File: src/rtl/cpu_pkg.sv
// Shared CPU definitions: datapath width, fetch FSM states and RV32I decode constants.
// The fetch unit and control unit both import this package.
package cpu_pkg;

  localparam int XLEN = 32;

  // addi x0, x0, 0: the CU treats this as a no-op while no live instruction is in I.
  localparam logic [XLEN-1:0] NOP_INSTR = 32'h0000_0013;

  typedef enum logic [1:0] {
    FETCH = 2'd0,
    WAIT  = 2'd1,
    EXEC  = 2'd2
  } fetch_state_t;

  localparam logic [6:0] OPC_LUI      = 7'b0110111;
  localparam logic [6:0] OPC_AUIPC    = 7'b0010111;
  localparam logic [6:0] OPC_JAL      = 7'b1101111;
  localparam logic [6:0] OPC_JALR     = 7'b1100111;
  localparam logic [6:0] OPC_BRANCH   = 7'b1100011;
  localparam logic [6:0] OPC_LOAD     = 7'b0000011;
  localparam logic [6:0] OPC_STORE    = 7'b0100011;
  localparam logic [6:0] OPC_OP_IMM   = 7'b0010011;
  localparam logic [6:0] OPC_OP       = 7'b0110011;
  localparam logic [6:0] OPC_MISC_MEM = 7'b0001111;
  localparam logic [6:0] OPC_SYSTEM   = 7'b1110011;

  localparam logic [2:0] F3_BEQ  = 3'b000;
  localparam logic [2:0] F3_BNE  = 3'b001;
  localparam logic [2:0] F3_BLT  = 3'b100;
  localparam logic [2:0] F3_BGE  = 3'b101;
  localparam logic [2:0] F3_BLTU = 3'b110;
  localparam logic [2:0] F3_BGEU = 3'b111;

  localparam logic [2:0] F3_ADD  = 3'b000;
  localparam logic [2:0] F3_SLL  = 3'b001;
  localparam logic [2:0] F3_SLT  = 3'b010;
  localparam logic [2:0] F3_SLTU = 3'b011;
  localparam logic [2:0] F3_XOR  = 3'b100;
  localparam logic [2:0] F3_SR   = 3'b101;
  localparam logic [2:0] F3_OR   = 3'b110;
  localparam logic [2:0] F3_AND  = 3'b111;

  function automatic logic [6:0] opcode_of(input logic [XLEN-1:0] instr);
    return instr[6:0];
  endfunction

endpackage

File: src/rtl/pc_next.sv
// Next-PC selection: sequential PC+4 (wrapping) or the ALU branch target,
// forced to a word boundary because misaligned targets are not trapped.
module pc_next
  import cpu_pkg::*;
(
  input  logic [XLEN-1:0] pc,
  input  logic            PCSel,
  input  logic [XLEN-1:0] ALUout,
  output logic [XLEN-1:0] next_pc
);

  always_comb begin
    next_pc = pc + 32'd4;
    if (PCSel) begin
      next_pc = ALUout & ~32'h0000_0003;
    end
  end

endmodule

File: src/rtl/fetch_unit.sv
// Instruction-fetch sequencer: requests a word, latches it into I for the CU,
// holds it for EXEC_CYCLES cycles (EXEC_CYCLES must be 1..15), then advances the PC.
module fetch_unit
  import cpu_pkg::*;
#(
  parameter logic [XLEN-1:0] RESET_PC    = 32'h0000_0000,
  parameter int              EXEC_CYCLES = 3
) (
  input  logic            clk,
  input  logic            rst_n,
  input  logic            PCSel,
  input  logic [XLEN-1:0] ALUout,
  input  logic            stall,
  output logic            imem_req,
  output logic [XLEN-1:0] imem_addr,
  input  logic            imem_ready,
  input  logic            imem_rvalid,
  input  logic [XLEN-1:0] imem_rdata,
  output logic [XLEN-1:0] I,
  output logic [XLEN-1:0] PC,
  output logic            inst_valid
);

  localparam logic [3:0] CNT_LOAD = 4'(EXEC_CYCLES - 1);

  fetch_state_t    state;
  logic [XLEN-1:0] pc;
  logic [XLEN-1:0] next_pc;
  logic [3:0]      cnt;

  pc_next u_pc_next (
    .pc      (pc),
    .PCSel   (PCSel),
    .ALUout  (ALUout),
    .next_pc (next_pc)
  );

  // pc only changes when leaving EXEC, so the address is stable for all of FETCH.
  assign imem_addr = pc;

  // imem_req is registered, so the very first FETCH after reset spends one extra
  // cycle raising it; every later FETCH gets it on the edge that leaves EXEC.
  always_ff @(posedge clk or negedge rst_n) begin
    if (!rst_n) begin
      state      <= FETCH;
      pc         <= RESET_PC;
      PC         <= RESET_PC;
      cnt        <= 4'd0;
      imem_req   <= 1'b0;
      I          <= NOP_INSTR;
      inst_valid <= 1'b0;
    end else begin
      case (state)
        FETCH: begin
          if (imem_req && imem_ready) begin
            imem_req <= 1'b0;
            state    <= WAIT;
          end else begin
            imem_req <= 1'b1;
          end
        end

        WAIT: begin
          if (imem_rvalid) begin
            I          <= imem_rdata;
            PC         <= pc;
            inst_valid <= 1'b1;
            cnt        <= CNT_LOAD;
            state      <= EXEC;
          end
        end

        EXEC: begin
          if (!stall) begin
            if (cnt != 4'd0) begin
              cnt <= cnt - 4'd1;
            end else begin
              pc         <= next_pc;
              inst_valid <= 1'b0;
              imem_req   <= 1'b1;
              state      <= FETCH;
            end
          end
        end

        default: begin
          imem_req <= 1'b0;
          state    <= FETCH;
        end
      endcase
    end
  end

endmodule

File: config.mk
export PLATFORM = sky130hd
export DESIGN_NAME = fetch_unit
export DESIGN_NICKNAME = d
export VERILOG_FILES = /design/src/rtl/cpu_pkg.sv /design/src/rtl/pc_next.sv /design/src/rtl/fetch_unit.sv
export SDC_FILE = /design/constraint.sdc
export NUM_CORES = 1
export LEC_CHECK = 0
export ABC_CLOCK_PERIOD_IN_PS = 1790
export BUFFER_PORTS_ARGS = -buffer_cell sky130_fd_sc_hd__buf_2
export CORE_UTILIZATION = 45
export CTS_CLUSTER_DIAMETER = 200
export DETAILED_ROUTE_END_ITERATION = 10
export PLACE_DENSITY = 0.76
export RECOVER_POWER = 100
export SKIP_LAST_GASP = 1
export SYNTH_ARGS = -nofsm -noshare
export SYNTH_HDL_FRONTEND = slang
export SYNTH_SLANG_ARGS = --single-unit
File: constraint.sdc
create_clock -name clk -period 1.79 [get_ports clk]
set_input_delay 0.0895 -clock clk [delete_from_list [all_inputs] [get_ports clk]]
set_output_delay 0.0895 -clock clk [all_outputs]
set_load 0.005 [all_outputs]
== Yosys cells after proc, flatten, opt, wreduce, memory -nomap -nowiden ==
Index checks and enable logic that the tools add are counted.

* Bits in registers: 104
* Input bits: 70
* Output and inout port bits: 98
* Word-level logic and storage cells: 47

* Add/sub/neg operators: 2
* Equality and inequality tests: 7
* Muxes and demuxes: 18
* Bitwise logic cells: 3
* Reduce and logical (&&, ||, !) cells: 10

{| class="wikitable"
|+ Operator list
! kind !! count
|-
| adder 32 x 3 -> 32 bit (second input constant) || 1
|-
| 2-to-1 mux 32 bit || 1
|-
| 2-to-1 mux 4 bit || 3
|-
| AND reduction 4 bit || 3
|-
| != test 2 bit (second input constant) || 5
|-
| 2-to-1 mux 2 bit || 4
|-
| case mux 4 bit (2 select lines) || 1
|-
| 2-to-1 mux 1 bit || 6
|-
| case mux 2 bit (3 select lines) || 1
|-
| AND reduction 3 bit || 2
|-
| nonzero test 4 bit || 1
|-
| subtractor 4 x 1 -> 4 bit (second input constant) || 1
|-
| inverter 1 bit || 3
|-
| case mux 1 bit (3 select lines) || 1
|-
| == test 2 x 1 -> 1 bit (second input constant) || 1
|-
| == test 2 bit (second input constant) || 1
|-
| zero test 2 bit || 1
|-
| case mux 1 bit (2 select lines) || 1
|-
| AND reduction 2 bit || 1
|-
| nonzero test 2 bit || 1
|-
| logical AND 1 bit || 1
|}

== Longest topological paths before layout ==
Gate-level depths: netlist of run 1.

* Depth in word-level cells: 4
* Gate-level depth with buffers: 8

== Modules after synthesis ==
From an unflattened synthesis of run 1, not the netlist that was laid out.

* Cells, all modules: 421
* Area, all modules: 5033.6 um^2

{| class="wikitable"
|+ By module, submodules not included
! module !! times used !! cells each !! area an instance (um^2)
|-
| fetch_unit || 1 || 246 || 4012.6
|-
| pc_next || 1 || 175 || 1021.0
|}

== Worst setup path after synthesis of run 1 ==
No wires, ideal clock.

* Path type: register to register
* Start: register cnt[0]
* End: register pc[20], in the netlist imem_addr[20]
* Setup time: 0.067 ns
* Arrival: 1.881 ns
* Required time: 1.723 ns
* Path slack: -0.158 ns
* Stages on the path, launching flop included: 8
* Period minus slack after synthesis: 1.948 ns
* Cell sequence: dfrtp_1 -> inv_1 -> ha_1 -> or3b_4 -> nand2b_4 -> or4_1 -> nand3_1 -> o311a_1

* Cells in the longest elaborated chain, start to end: 3

{| class="wikitable"
|+ Ends and longest elaborated chain
! what !! line !! RTL
|-
| start, declared || fetch_unit.sv:29 || <nowiki>logic [3:0] cnt;</nowiki>
|-
| start signal, assigned || fetch_unit.sv:76 || <nowiki>cnt <= cnt - 4'd1;</nowiki>
|-
| nonzero test 4 bit || fetch_unit.sv:75 || <nowiki>if (cnt != 4'd0) begin</nowiki>
|-
| inverter 1 bit (no source line) || - ||
|-
| AND reduction 3 bit (no source line) || - ||
|-
| end signal, assigned || fetch_unit.sv:78 || <nowiki>pc <= next_pc;</nowiki>
|-
| end, declared || fetch_unit.sv:27 || <nowiki>logic [XLEN-1:0] pc;</nowiki>
|}

No other way between the ends.
A chain may end at the register's enable or synchronous reset.

== Worst setup path after layout of run 1 ==
Same ends and word-level chain as after synthesis.

==> metrics.txt, run 1 <==
nets@finish=~840; asr flop ratio synth=100%; Tmin final=roughly 2000 ps; global-route wire length before repair=approximately 22000 um; Die Y=between 100 and 150 um; Startpoint Class=flip-flop; hold_sp=ALUout[9]; WHS=between 7 and 8 ps; TritonCTS buffer count=9; Reg area=about 2500 um2; Comb pwr share=38.1%; Slew @ Worst Pin=908 ps; hold path endpoint=imem_addr[9]; Place WS=-223 ps; Critical Path RT=2110 ps; initial antenna violation count=0; largest net degree at the start of global routing=45; setup ws final=-182 ps; share of layout cells above drive strength 1=27.3%; VDD IR-drop max=roughly 0.72 mV; Area Overhead vs Synth=38.2%; P_leak=~3.3 nW; number of synthesized flops with an enable pin=0; reg2reg start=cnt[0]; r2r endpoint=imem_addr[20]; register area share after synthesis=52.9%; area of the multi-input gates=2090 um2; M1 GR Usage=roughly a third; ANT nets after route=0; Final Hold Fails=0; clk sinks=100; gr usage total=approximately a quarter; fillcell total=approximately 930; Max Clk Rate=just over 500 MHz; Die X=105 um; Clock power frac=between 10% and 20%; Final Max Slew Viols=0; post-synthesis cell type count=55; register bit total from synthesis=100; Ports=between 150 and 200; Post-Route WL=between 10000 and 15000 um; met3 Usage GRT=4.30%; mapped cell area=approximately 4700 um2; gr busiest metal=met2; Worst-path clk slew=100 ps; vias in the first global route=between 4000 and 5000; most frequent cells in the layout=nand2_1, buf_2, dfrtp_1, clkbuf_1, dlygate4sd3_1; met2 usage=42.7%; RSZ-0062 raised after global routing=yes; Hold Path Depth=3; number of cell rows=37; Power Dens Cells=1320 nW/um2; Root Driver=clkbuf_8; worst reg-to-reg path cell count=7; core area=a little over 10000 um2; Sequential Power Share=between 40% and 50%; period utilisation layout=110%; Pre-antenna DRT Iters=5; routed vias=between 4000 and 5000; Routed WL per cell=between 15 and 20 um; maximum root-to-sink buffer count=2; CTS tree=built; sw power=approximately 3.2 mW; Fin Setup TNS=-1990 ps; Mapped Cells=between 500 and 600; max cap viols=0; Port-buffer cells=161; Routability Congestion=0.897; DP HPWL=slightly above 9000 um; H-tree levels=3; Setup crit end kind=flip-flop; switch share=37.2%; Worst-Skew Late Latency=380 ps; final core utilization=63.7%; Syn Area/Cell=approximately 8.7 um2; DRC=0; violated checks=setup timing; critical path peak fanout=3; Initial Utilization=between 40% and 50%; GRT Residual Overflow=0; reg-to-reg slack, setup=-180 ps; Worst Skew=17.4 ps; via/cell ratio=5.29; crit path kind=flip-flop to flip-flop; Antenna diodes=0; crit path DAT=2300 ps; status=finished with violations; Internal Power=approximately 5.4 mW; Die ar.=around 11000 um2; commonest non-fill, non-tap cell in the layout=nand2_1; synth warn=0; final-report setup violation count=23; Slew HR=39.5%; worst hold-check path type=input pin to flip-flop; Initial DRC Count=405; Post-synth top flop=dfrtp_1
==> sequential cells by signal, indices dropped and copies added (netlist names) <==
| name | count |
|---|---|
| I | 32 |
| PC | 30 |
| cnt | 4 |
| imem_addr | 30 |
| imem_req | 1 |
| inst_valid | 1 |
| state | 2 |
==> repair_timing <==
item | CTS | global route
hold endpoints to repair | 73 | 0
setup endpoints to repair | 27 | 32
hold buffers | 42 | 0
pin swaps | 1 | 6
gates resized for setup | 5 | 10
gates cloned | 0 | 0
setup buffers | 4 | 4
==> cell usage after synthesis (2+ instances only) <==
cell type	number	area, um2
nand2_1	195	732
dfrtp_1	97	2430
clkbuf_1	30	113
o21ai_0	30	150
nor2_1	29	109
a21oi_1	25	125
nand3_1	12	60.1
o22ai_1	12	75.1
nand4_1	11	68.8
nor3_1	11	55.1
inv_1	8	30.0
buf_4	5	37.5
and3_1	4	25.0
and4_1	4	35.0
mux2i_1	4	40.0
a211oi_1	3	22.5
a2bb2oi_1	3	26.3
a311oi_1	3	26.3
and3_2	3	22.5
and4_2	3	30.0
buf_6	3	33.8
dfstp_2	3	78.8
nor4_1	3	18.8
o22a_1	3	26.3
a22oi_1	2	15.0
a31oi_1	2	12.5
a41oi_1	2	17.5
and4_4	2	22.5
ha_1	2	25.0
mux2_2	2	22.5
or2_2	2	12.5
or3_1	2	12.5
or4_1	2	15.0
==> kinds of logic (layout without fill, tap and decap cells) <==
group,count (synthesis),in the layout,synth area share (%)
simple gates,293,293,28.3
flops,100,100,52.9
compound gates,91,91,11.6
buf+inv,48,277,4.70
mux,7,7,1.56
fa+ha+maj,2,2,0.528
xor+xnor,2,2,0.370
other cells,1,4,0.0792
==> metrics by stage <==
step	instances	instance area (um2)	power, mW
final	912	6550	8.67
after global routing	912	6550	9.31
after CTS	908	6620	8.80
after detailed placement	846	5930	7.13
after global placement	846	5930	6.96
after floorplan	547	4770	5.37
==> metal layers <==
layer | vias up | part of all wire [%]
met5 | - | 0
met2 | 203 | 48
li1 | 2286 | -
met3 | 19 | 5.8
met1 | 2319 | 44
met4 | 0 | 1.7
==> cell type report <==
class                      count  area share (%)
inverter                       8           0.459
clock inverter                 1           0.459
tap                          136            2.60
timing repair buffer         253            23.4
sequential                   100            38.3
clock buffer                  15            2.85
multi-input combinational    399            32.0
==> how the worst max path moves through the flow <==
stage	start	end	slack [ps]
6_report	cnt[0]	imem_addr[20]	-180
5_1_grt	cnt[1]	imem_addr[20]	-260
4_1_cts	cnt[1]	imem_addr[20]	-210
3_5_place_dp	cnt[1]	imem_addr[29]	-220
3_3_place_gp	cnt[0]	imem_addr[20]	-150
2_1_floorplan	cnt[0]	imem_addr[20]	-130
==> power groups by stage <==
stage | registers [mW] | logic, mW | clock network, mW
after floorplan | 3.91 | 1.46 | 0
after global placement | 3.76 | 3.20 | 0
after detailed placement | 3.82 | 3.31 | 0
after CTS | 3.77 | 3.44 | 1.59
after global routing | 3.92 | 3.72 | 1.67
final | 3.81 | 3.31 | 1.56
==> critical path, cell delays in order (launching register included) <==
cell and delay [ps]:
dfrtp_1 400, inv_2 80, ha_4 130, or3b_4 390
nand2b_4 170, or4_1 520, nand3_1 80, o311a_1 150
Power figures use the tool's default switching activity.
==> run 2: changes to the inputs <==
Settings changed: CAP_MARGIN set to 20, CORE_UTILIZATION 45 to 46, GPL_TIMING_DRIVEN set to 1, PLACE_DENSITY 0.76 to 0.77, SYNTH_HIERARCHICAL set to 1.
==> metrics.txt, run 2 <==
number of cell rows=37 (unchanged); hold_sp=ALUout[7] (was ALUout[9]); Port-buffer cells=165 (was 161); global-route wire length before repair=20900 um (was 22300 um); sw power=3.05 mW (was 3.23 mW); post-synthesis cell type count=51 (was 55); VDD IR-drop max=0.694 mV (was 0.724 mV); commonest non-fill, non-tap cell in the layout=buf_2 (was nand2_1); Worst-Skew Late Latency=360 ps (was 380 ps); crit-path cells=buf_4, nand4_4, or4_4, o311a_1, a221o_1, mux2_2 (was inv_2, ha_4, or3b_4, nand2b_4, or4_1, nand3_1, o311a_1); most frequent cells in the layout=buf_2, mux2_2, dfrtp_1, clkbuf_1 (was nand2_1, buf_2, dfrtp_1, clkbuf_1, dlygate4sd3_1); Pre-antenna DRT Iters=4 (was 5); Place WS=-266 ps (was -223 ps); Mapped Cells=421 (was 544); slowest CP cell=or4_4 (was or4_1); synth warn=6 (was 0); asr flop ratio synth=100% (unchanged); Routed WL per cell=16.5 um (was 15.3 um); max cap viols=0 (unchanged); CTS tree=built (unchanged); H-tree levels=3 (unchanged); M1 GR Usage=29.4% (was 34.2%); Ports=168 (unchanged); setup ws final=-230 ps (was -182 ps); register area share after synthesis=51.8% (was 52.9%); crit path kind=flip-flop to flip-flop (unchanged); Die Y=107 um (was 105 um); mapped cell area=5030 um2 (was 4740 um2); Root Driver=clkbuf_8 (unchanged); met2 usage=40.6% (was 42.7%); compound-gate portion of the synthesized area=5.99% (was 11.6%); Comb pwr share=39.2% (was 38.1%); DP HPWL=9200 um (was 9260 um); top-area cell type share of the netlist area=50.2% (was 51.2%); largest net degree at the start of global routing=55 (was 45); met3 Usage GRT=4.44% (was 4.30%); gr usage total=23.5% (was 25.8%); Worst-path clk slew=90 ps (was 100 ps); final-report setup violation count=15 (was 23); Final Max Slew Viols=0 (unchanged); area of the multi-input gates=2430 um2 (was 2090 um2); Die ar.=11400 um2 (was 10900 um2); largest family of logic cells by synthesized area=multiplexers (was simple AND/OR/NAND/NOR gates); period utilisation layout=113% (was 110%); synth cell count leaders=dfrtp_1, mux2_2, nand2_1, o21ai_0, nand3_1 (was nand2_1, dfrtp_1, clkbuf_1, o21ai_0, nor2_1); clk sinks=104 (was 100); P_leak=3.46 nW (was 3.33 nW); Internal Power=6.16 mW (was 5.45 mW); via/cell ratio=5.42 (was 5.29); Post-synth top flop=dfrtp_1 (unchanged); synthesized-area fraction occupied by and/or/nand/nor cells=13.7% (was 28.3%); Worst Skew=6.82 ps (was 17.4 ps); Hold Path Depth=4 (was 3); top area cells in the synthesized netlist=dfrtp_1, mux2_2, o21ai_0 (was dfrtp_1, nand2_1, o21ai_0); Final Hold Fails=0 (unchanged); gr busiest metal=met2 (unchanged); post-synthesis mux area share=22.1% (was 1.56%); Initial Utilization=48.1% (was 46.1%); Clock power frac=18.7% (was 18.0%); Reg area=2620 um2 (was 2510 um2); Power Dens Cells=1310 nW/um2 (was 1320 nW/um2); GRT Residual Overflow=0 (unchanged); WHS=65.4 ps (was 7.41 ps); Setup crit end kind=flip-flop (unchanged); Initial DRC Count=184 (was 405); worst hold-check path type=input pin to flip-flop (unchanged); vias in the first global route=4408 (was 4615); nets@finish=748 (was 843); initial antenna violation count=0 (unchanged); hold path endpoint=imem_addr[7] (was imem_addr[9]); status=finished with violations (unchanged); reg2reg start=imem_addr[2] (was cnt[0]); Routability Congestion=0.829 (was 0.897); Area Overhead vs Synth=40.2% (was 38.2%); Syn Area/Cell=12.0 um2 (was 8.71 um2); fillcell total=798 (was 925); share of layout cells above drive strength 1=49.1% (was 27.3%); Tmin final=2020 ps (was 1970 ps); Slew @ Worst Pin=691 ps (was 908 ps); area leader, netlist=dfrtp_1 (unchanged); routed vias=4423 (was 4827); ANT nets after route=0 (unchanged); core area=10500 um2 (was 10300 um2); TritonCTS buffer count=9 (unchanged); count leader, synth=dfrtp_1 (was nand2_1); switch share=33.1% (was 37.2%); maximum root-to-sink buffer count=2 (unchanged); slowest stage delay, CP=480 ps (was 520 ps); Post-Synth Adder-Cell Area=0.746% (was 0.528%); Slew HR=53.9% (was 39.5%); Critical Path RT=2050 ps (was 2110 ps); r2r endpoint=imem_addr[23] (was imem_addr[20]); XOR/XNOR Fraction of Synth Area=2.44% (was 0.370%); register bit total from synthesis=104 (was 100); reg-to-reg slack, setup=-230 ps (was -180 ps); RSZ-0062 raised after global routing=yes (unchanged); Die X=107 um (was 105 um); Synthesized Nets=between 400 and 500; Sequential Power Share=42.1% (was 43.9%); number of synthesized flops with an enable pin=0 (unchanged); worst reg-to-reg path cell count=6 (was 7); crit path DAT=2280 ps (was 2300 ps); Post-Route WL=13400 um (was 13900 um); critical path peak fanout=4 (was 3); violated checks=setup timing (unchanged); Max Clk Rate=495 MHz (was 507 MHz); Antenna diodes=0 (unchanged); Startpoint Class=flip-flop (unchanged); DRC=0 (unchanged); Tot Pwr=9.21 mW (was 8.67 mW)
## run 2: how the worst max path moves through the flow
stage,from,endpoint,depth (start not counted)
final,imem_addr[2],imem_addr[23],6
after global routing,imem_addr[3],imem_addr[30],6
after CTS,imem_addr[3],imem_addr[30],6
after detailed placement,imem_addr[3],imem_addr[29],6
after global placement,imem_addr[2],imem_addr[28],6
after floorplan,imem_addr[5],imem_addr[23],6
## run 2: worst max-delay path, delay by kind of cell (launching register included)
family	cells	cell delay, ps
flops	1	380
simple gates	2	570
mux	1	250
buf+inv	1	120
compound gates	2	580
## run 2: metal layers
layer / vias to the layer above / wire length [um]
met5: - / 0
met4: 0 / 269
met3: 27 / 886
met2: 201 / 6680
met1: 2154 / 5590
li1: 2041 / -
## run 2: cells by family (layout without fill, tap and decap cells)
group / count (synthesis) / after routing
buffers and inverters: 32 / 291
adder cells (fa/ha/maj): 3 / 3
AND/OR/NAND/NOR: 120 / 120
XOR/XNOR: 14 / 14
AO/OA/AOI/OAI: 49 / 49
flip-flops: 104 / 104
multiplexers: 99 / 99
## run 2: per-stage QoR
step	util, %	TNS [ps]	std cells	instance area, um2
2_1_floorplan	-	-2280	421	5100
3_5_place_dp	61.6	-2480	760	6450
3_3_place_gp	61.6	-1730	760	6450
4_1_cts	67.8	-1550	815	7090
5_1_grt	67.5	-3500	816	7060
6_report	67.5	-1740	816	7060
## run 2: final cells by class
class	instances	area share [%]
Clock inverter	4	1.35
Sequential cell	104	37.1
Multi-Input combinational cell	285	34.4
Timing Repair Buffer	265	22.3
Tap cell	136	2.41
Clock buffer	12	1.91
Inverter	10	0.532
## run 2: power groups by stage
| stage | clock network (mW) | registers [mW] | logic (mW) |
|---|---|---|---|
| global placement | 0 | 3.83 | 3.60 |
| detailed placement | 0 | 3.91 | 3.72 |
| global route | 1.84 | 3.99 | 3.95 |
| CTS | 1.76 | 3.86 | 3.84 |
| finish | 1.72 | 3.88 | 3.61 |
| floorplan | 0 | 4.17 | 1.56 |
## run 2: timing repair
item	CTS	global route
hold buffers	34	0
pin swaps	5	6
endpoints found under the setup margin	14	32
gates resized for setup	10	20
buffers inserted	5	1
hold endpoints to repair	111	0
==> run 3: changes to the inputs <==
Settings changed: CELL_PAD_IN_SITES_DETAIL_PLACEMENT set to 0, CELL_PAD_IN_SITES_GLOBAL_PLACEMENT set to 1, CORE_UTILIZATION 46 to 35, PLACE_DENSITY 0.77 to unset, PLACE_DENSITY_LB_ADDON set to 0.1.
==> metrics.txt, run 3 (synthesis results as in run 2) <==
final std cells w/o fill=862 (was 816); Setup crit end kind=flip-flop (unchanged); VDD IR-drop max=0.573 mV (was 0.694 mV); Die X=122 um (was 107 um); Root Driver=clkbuf_16 (was clkbuf_8); Final Hold Fails=0 (unchanged); Tmin final=2080 ps (was 2020 ps); violated checks=setup timing (unchanged); H-tree levels=3 (unchanged); Initial Utilization=36.1% (was 48.1%); CTS tree=built (unchanged); commonest non-fill, non-tap cell in the layout=buf_2 (unchanged); Final Max Slew Viols=0 (unchanged); Slew HR=49.5% (was 53.9%); Worst-Skew Late Latency=350 ps (was 360 ps); CP top delay family=simple AND/OR/NAND/NOR gates (was compound AO/OA/AOI/OAI gates); Critical Path RT=2020 ps (was 2050 ps); Ports=168 (unchanged); r2r endpoint=imem_addr[23] (unchanged); Worst-path clk slew=70 ps (was 90 ps); design area=7340 um2 (was 7060 um2); reg2reg start=imem_addr[12] (was imem_addr[2]); vias in the first global route=4218 (was 4408); placed cell areas=6510 um2 (was 6450 um2); met1 WL=6190 um (was 5590 um); TritonCTS buffer count=9 (unchanged); crit path DAT=2310 ps (was 2280 ps); crit-path cells=nand4_4, or4_4, o311a_1, a221o_1, mux2_2 (was buf_4, nand4_4, or4_4, o311a_1, a221o_1, mux2_2); DP HPWL=9290 um (was 9200 um); most frequent cells in the layout=buf_2, dfrtp_1, mux2_2, clkbuf_1, buf_4 (was buf_2, mux2_2, dfrtp_1, clkbuf_1); Worst Skew=7.48 ps (was 6.82 ps); gr usage total=18.5% (was 23.5%); core area=13900 um2 (was 10500 um2); Slew @ Worst Pin=758 ps (was 691 ps); worst hold-check path type=input pin to flip-flop (unchanged); Initial DRC Count=180 (was 184); via/cell ratio=4.99 (was 5.42); RSZ-0062 raised after global routing=yes (unchanged); crit path launch=imem_addr[12] (was imem_addr[2]); routed vias=4304 (was 4423); Tot Pwr=9.50 mW (was 9.21 mW); period utilisation layout=116% (was 113%); critical path peak fanout=5 (was 4); WHS=32.5 ps (was 65.4 ps); wire length on met3=695 um (was 886 um); Max Clk Rate=480 MHz (was 495 MHz); crit path kind=flip-flop to flip-flop (unchanged); Antenna diodes=0 (unchanged); Fin Setup TNS=-2000 ps (was -1740 ps); Buf/Inv on CP=0 (was 1); DRC=0 (unchanged); top layer in use=met4 (unchanged); Area Overhead vs Synth=45.9% (was 40.2%); placed cells=803 (was 760); slowest stage delay, CP=550 ps (was 480 ps); Die ar.=14900 um2 (was 11400 um2); worst reg-to-reg path cell count=5 (was 6); initial antenna violation count=0 (unchanged); share of layout cells above drive strength 1=51.0% (was 49.1%); P_leak=3.56 nW (was 3.46 nW); maximum root-to-sink buffer count=2 (unchanged); GRT Residual Overflow=0 (unchanged); routed wl met2=6850 um (was 6680 um); Pre-antenna DRT Iters=4 (unchanged); WP depth=5 (was 6); Place WS=-284 ps (was -266 ps); Routed WL per cell=16.1 um (was 16.5 um); final-report setup violation count=14 (was 15); Startpoint Class=flip-flop (unchanged); setup ws final=-293 ps (was -230 ps); Port-buffer cells=165 (unchanged); Die Y=122 um (was 107 um); reg-to-reg slack, setup=-290 ps (was -230 ps); max cap viols=0 (unchanged); Routability Congestion=0.789 (was 0.829); largest net degree at the start of global routing=69 (was 55); status=finished with violations (unchanged); Power Dens Cells=1290 nW/um2 (was 1310 nW/um2); clk sinks=104 (unchanged); global-route wire length before repair=21300 um (was 20900 um); number of cell rows=43 (was 37); final core utilization=52.7% (was 67.5%); nets@finish=750 (was 748); crit path to=imem_addr[23] (unchanged); slowest CP cell=or4_4 (unchanged); ANT nets after route=0 (unchanged); Post-Route WL=13900 um (was 13400 um)
[run 3: what timing repair did]
action	CTS	global route
pin swaps	5	17
setup endpoints to repair	13	33
gates resized for setup	13	43
hold buffers	33	0
endpoints found under the hold margin	58	0
cloned	0	2
setup buffers	2	7
[run 3: metal layers]
layer	GRT usage (%)	up-vias
li1	-	2047
met5	0	-
met1	25.0	2131
met3	3.65	11
met4	6.64	0
met2	29.5	115
[run 3: tightest hold or removal path, stage by stage]
cell and delay (ps):
buf_2 90, mux2_2 140, nor2_1 40
[run 3: layout make-up]
class	count	area [um2]
timing repair buffer	266	1620
fill	1296	6590
multi-input combinational	286	2560
sequential	104	2620
clock inverter	6	50.0
inverter	10	37.5
clock buffer	10	239
tap	180	225
[run 3: worst min-delay path by stage]
stage,from,end,cells after the start
2_1_floorplan,rst_n,I[10],0
3_3_place_gp,rst_n,I[3],1
3_5_place_dp,rst_n,I[3],1
4_1_cts,imem_rvalid,state[0],3
5_1_grt,imem_rvalid,state[0],3
6_report,imem_rvalid,state[0],3
[run 3: power by group]
part           total, mW  leakage (nW)  switching, mW  internal (mW)
Clock               1.92         0.136          0.920          0.997
Combinational       3.69          2.09           1.68           2.01
Sequential          3.90          1.34          0.587           3.31
